<file path="src/rtl/player_input_controller.sv">
// Per-player input front end: synchronises raw keys, rate-limits movement
// to one step per tick, edge-detects bomb presses with a tick-based
// cooldown, and defers all strobes while the draw pipeline is busy.
module player_input_controller #(
  parameter int MOVE_PERIOD   = 6250000,
  parameter int BOMB_COOLDOWN = 16,
  parameter int CNT_W         = 23
) (
  input  logic clock,
  input  logic reset_n,
  input  logic enable,
  input  logic hold,
  input  logic key_up,
  input  logic key_down,
  input  logic key_left,
  input  logic key_right,
  input  logic key_bomb,
  output logic xmov,
  output logic xdir,
  output logic ymov,
  output logic ydir,
  output logic bomb,
  output logic tick
);

  localparam int CD_W = (BOMB_COOLDOWN > 0) ? $clog2(BOMB_COOLDOWN + 1) : 1;
  localparam logic [CNT_W-1:0] CNT_LAST = CNT_W'(MOVE_PERIOD - 1);
  localparam logic [CD_W-1:0]  CD_LOAD  = CD_W'(BOMB_COOLDOWN);

  typedef struct packed {
    logic bomb;
    logic up;
    logic down;
    logic left;
    logic right;
  } keys_t;

  // Axis that produced the most recent diagonal step.
  typedef enum logic {AX_X = 1'b0, AX_Y = 1'b1} axis_e;

  keys_t key_raw, key_s1, key_s;

  logic [CNT_W-1:0] cnt, cnt_n;
  logic [CD_W-1:0]  cd, cd_n;
  logic             mv_pend, mv_pend_n;
  logic             bomb_pend, bomb_pend_n;
  logic             bomb_prev;
  axis_e            last_axis, last_axis_n;
  logic             tick_n, xmov_n, xdir_n, ymov_n, ydir_n, bomb_n;

  logic x_req, y_req, pick_x, mv_issue;
  logic bomb_edge, bomb_accept, bomb_issue;

  assign key_raw = '{bomb: key_bomb, up: key_up, down: key_down,
                     left: key_left, right: key_right};

  // Two-flop synchroniser on every raw key level.
  always_ff @(posedge clock or negedge reset_n) begin
    if (!reset_n) begin
      key_s1 <= '0;
      key_s  <= '0;
    end else begin
      key_s1 <= key_raw;
      key_s  <= key_s1;
    end
  end

  // State and registered strobe outputs.
  always_ff @(posedge clock or negedge reset_n) begin
    if (!reset_n) begin
      cnt       <= '0;
      cd        <= '0;
      mv_pend   <= 1'b0;
      bomb_pend <= 1'b0;
      bomb_prev <= 1'b0;
      last_axis <= AX_X;
      tick      <= 1'b0;
      xmov      <= 1'b0;
      xdir      <= 1'b0;
      ymov      <= 1'b0;
      ydir      <= 1'b0;
      bomb      <= 1'b0;
    end else begin
      cnt       <= cnt_n;
      cd        <= cd_n;
      mv_pend   <= mv_pend_n;
      bomb_pend <= bomb_pend_n;
      bomb_prev <= key_s.bomb;
      last_axis <= last_axis_n;
      tick      <= tick_n;
      xmov      <= xmov_n;
      xdir      <= xdir_n;
      ymov      <= ymov_n;
      ydir      <= ydir_n;
      bomb      <= bomb_n;
    end
  end

  // Next-state and strobe decisions. A tick or a fresh bomb edge counts as
  // pending in the same cycle, so an unheld request issues without an extra
  // cycle of latency.
  always_comb begin
    cnt_n       = '0;
    tick_n      = 1'b0;
    mv_pend_n   = mv_pend;
    bomb_pend_n = bomb_pend;
    cd_n        = cd;
    last_axis_n = last_axis;

    if (enable) cnt_n = (cnt == CNT_LAST) ? '0 : cnt + 1'b1;
    // Registered so that the tick output lines up with cnt == MOVE_PERIOD-1.
    tick_n = enable && (cnt_n == CNT_LAST);

    // Opposite keys on one axis cancel that axis.
    x_req  = key_s.left ^ key_s.right;
    y_req  = key_s.up ^ key_s.down;
    // With both axes requested, step the axis not used last time.
    pick_x = x_req && (!y_req || last_axis == AX_Y);

    mv_issue = enable && !hold && (mv_pend || tick);
    if (tick)     mv_pend_n = 1'b1;
    if (mv_issue) mv_pend_n = 1'b0;
    if (mv_issue && x_req && y_req) last_axis_n = pick_x ? AX_X : AX_Y;

    bomb_edge   = key_s.bomb && !bomb_prev;
    bomb_accept = enable && bomb_edge && (cd == '0) && !bomb_pend;
    bomb_issue  = enable && !hold && (bomb_pend || bomb_accept);
    if (bomb_accept) bomb_pend_n = 1'b1;
    if (bomb_issue)  bomb_pend_n = 1'b0;

    if (tick && cd != '0) cd_n = cd - 1'b1;
    if (bomb_issue)       cd_n = CD_LOAD;

    // Game inactive: drop everything except the diagonal alternation.
    if (!enable) begin
      mv_pend_n   = 1'b0;
      bomb_pend_n = 1'b0;
      cd_n        = '0;
    end

    xmov_n = mv_issue && pick_x;
    xdir_n = xmov_n && key_s.right;
    ymov_n = mv_issue && y_req && !pick_x;
    ydir_n = ymov_n && key_s.down;
    bomb_n = bomb_issue;
  end

endmodule

</file>
<file path="config.mk">
export PLATFORM = sky130hd
export DESIGN_NAME = player_input_controller
export DESIGN_NICKNAME = d
export VERILOG_FILES = /design/src/rtl/player_input_controller.sv
export SDC_FILE = /design/constraint.sdc
export NUM_CORES = 1
export LEC_CHECK = 0
export CORE_MARGIN = 2
export CORE_UTILIZATION = 30
export CTS_CLUSTER_SIZE = 40
export DETAILED_ROUTE_END_ITERATION = 12
export PLACE_DENSITY_LB_ADDON = 0.25
export SYNTH_ARGS = -nofsm -noshare
export SYNTH_HDL_FRONTEND = slang
export SYNTH_SLANG_ARGS = --single-unit
</file>
<file path="constraint.sdc">
create_clock -name clock -period 3.4 [get_ports clock]
set_clock_uncertainty 0.2 [all_clocks]
set_input_delay 0.51 -clock clock [delete_from_list [all_inputs] [get_ports clock]]
set_output_delay 0.51 -clock clock [all_outputs]
set_load 0.01 [all_outputs]
</file>
==> out/qor.yml <==
grt_antenna_before_repair: 0
die_y_um: 91.0
cts_post_setup_buffers_inserted: 0
result_of_the_run: "complete, no violations"
hold_path_class: "reg2reg"
slew_headroom_pct: 29.9
synth_cell_type_count: 44
p_leak_nw: 1.06
post_synth_inst_count: 222
final.period_utilization_pct: 70.9
clock_insertion_delay_worst_skew_ps: 300
grt_pass1_wl_um: 7470
global_route.usage.met3_pct: 2.99
post-synth-top-count-cell: "sky130_fd_sc_hd__dfrtp_1"
grt.overflow.total: 0
maximum_fanout_along_the_worst_path: 11
row_count: 31
holdBufCountCts: 0
gpl.final_weighted_congestion: 0.802
post_cts_resize_count: 0
utilization_pct: 35.7
ff_latch_area_um2: 1200
cap_viol_max_count: 0
synth.top_cell.area_share_pct: 53.0
io_pins: 15
htree_levels: 2
arrival_ps: 2460
initial_utilization_pct: 31.1
worst-slew-pin-transition_ps: 1050
critical_path.reg2reg.startpoint: "cnt[2]"
critPathRequiredTime_ps: 3450
remaining_antenna_violation_count: 0
groute.layer.met2.usage_pct: 17.2
clockBufferDepth: 2
yosysSeqAreaShare_pct: 53.0
irDropWorstVdd_v: 0.000151
hpwl_um: 3000
cts_root_buf: "sky130_fd_sc_hd__clkbuf_8"
coreArea_um2: 7290
cts_sinks: 48
areaGrowthSynthToFinish_pct: 14.8
timing.hold.ws_ps: 155
final_net_count: 247
n_fill_cell: 762
ff2ff_setup_slack_ps: 990
globalRouteTotalUtil_pct: 11.1
postSynthNetCount: 234
worst_setup_path_start_kind: "flip-flop"
yosys-top-cells-count: "sky130_fd_sc_hd__dfrtp_1, sky130_fd_sc_hd__nor2_1, sky130_fd_sc_hd__nand2_1, sky130_fd_sc_hd__xor2_1, sky130_fd_sc_hd__xnor2_1"
synth_seq_cells: 48
post-synth-top-area-cell: "sky130_fd_sc_hd__dfrtp_1"
total_standard_cell_area_after_synthesis_um2: 2270
drt-total-wl_um: 4260
achievable-frequency_mhz: 415
drt_drc_violations_left: 0
tritoncts: "built"
finalHoldViolCount: 0
critical_path_class: "reg2reg"
die_area_um2: 8270
rsz0062_at_grt: "no"
total_power_mw: 1.06
min_period_ps: 2410
endpoint: "tick"
num_antenna_cells: 0
synth_ff_type: "sky130_fd_sc_hd__dfrtp_1"
worst_reg2reg_endpoint: "tick"
post_route_cells_drive_above_1_share_pct: 7.20
top_area_cells_in_the_synthesized_netlist: "sky130_fd_sc_hd__dfrtp_1, sky130_fd_sc_hd__nor2_1, sky130_fd_sc_hd__xor2_1"
vias_per_inst: 4.73
vias_in_the_first_global_route: 1594
drt-wirelength-per-cell_um: 12.7
synth_area_per_cell_um2: 10.2
port_buffers: 14
yosysWarningCount: 0
pwr_density_nw_per_um2: 406
drt_pass1_iterations: 4
number_of_cells_on_the_worst_reg_to_reg_path: 6
die-width_um: 91.0
finalMaxSlewViolations: 0
routed-via-count: 1583
globalRoute.busiestLayer: "met2"
global_route.usage.met1_pct: 15.3
multi_input_comb_area_um2: 995
min-delay-start: "key_s1[1]"
clkSlewWorstSetupHoldPaths_ps: 90
accumulated_negative_setup_slack_ps: 0
critPathLaunch: "cnt[2]"
cts-buffers-inserted: 5
largest_net_degree_at_the_start_of_global_routing: 49
synth_edf_count: 0
timing.critical_path.to_type: "flip-flop"
setup_viol: 0
asyncSetResetFlopFracSynth_pct: 100
drtIter0Drc: 78
## worst max-delay path, cell delays in order (launching register included)
cell,delay (ps)
sky130_fd_sc_hd__dfrtp_1,440
sky130_fd_sc_hd__and4_1,270
sky130_fd_sc_hd__nand2_1,270
sky130_fd_sc_hd__or4_1,560
sky130_fd_sc_hd__a211o_1,310
sky130_fd_sc_hd__a21oi_1,120
sky130_fd_sc_hd__and4_1,190
## placed cells by master, fill, tap and decap left out, types with 4 or more instances in the layout
cell,n
sky130_fd_sc_hd__and4_1,4
sky130_fd_sc_hd__nor4b_1,4
sky130_fd_sc_hd__inv_1,5
sky130_fd_sc_hd__clkbuf_8,5
sky130_fd_sc_hd__nand4_1,5
sky130_fd_sc_hd__nor2_1,38
sky130_fd_sc_hd__nor4_1,4
sky130_fd_sc_hd__nand2b_1,4
sky130_fd_sc_hd__a21oi_1,4
sky130_fd_sc_hd__clkdlybuf4s50_1,13
sky130_fd_sc_hd__nand2_1,16
sky130_fd_sc_hd__nor3_1,9
sky130_fd_sc_hd__dfrtp_1,48
sky130_fd_sc_hd__nand3_1,8
sky130_fd_sc_hd__xor2_1,15
sky130_fd_sc_hd__xnor2_1,11
## report_power, final
group | total (mW) | internal [mW] | switching [mW]
Sequential | 0.588 | 0.582 | 0.00657
Clock | 0.426 | 0.222 | 0.204
Combinational | 0.0447 | 0.0174 | 0.0274
## kinds of logic (layout without fill, tap and decap cells)
kind of cell | Yosys count | count (layout) | share of synthesized area [%]
AO/OA/AOI/OAI | 17 | 17 | 5.07
XOR/XNOR | 26 | 26 | 10.0
adder cells (fa/ha/maj) | 3 | 3 | 1.65
buffers and inverters | 15 | 29 | 3.42
flip-flops | 48 | 48 | 53.0
multiplexers | 2 | 2 | 0.883
AND/OR/NAND/NOR | 111 | 111 | 26.0
## state kept, by name, indices dropped and copies added (netlist names), 5 cells and up
register	flops
key_s	5
key_s1	5
cnt	23
cd	5
## metal layers
metal	part of all wire [%]	up-vias	wire, µm
met1	48	755	2060
met4	1.1	0	48
met5	0	-	0
li1	-	790	-
met3	4.1	7	175
met2	46	31	1970
## worst min path at each step
stage,slack [ps],endpoint,cells after the start
floorplan,10,bomb,0
global placement,130,key_s[0],0
detailed placement,130,key_s[1],0
CTS,160,key_s[1],0
global route,160,key_s[0],0
finish,160,key_s[1],0
## final cells by class
cell class	count	share of cell area, %
sequential	48	46.1
multi-input combinational	159	38.2
timing repair buffer	16	5.76
tap	99	4.76
clock buffer	5	2.64
clock inverter	3	1.83
inverter	5	0.720
## per-stage QoR
stage	cell area, µm²	cells	setup slack (ps)
finish	2610	335	990
global route	2610	335	852
CTS	2610	335	1020
detailed placement	2490	327	1050
global placement	2490	327	1070
floorplan	2270	222	1370
Note: power is estimated with default switching activity, not from simulation.
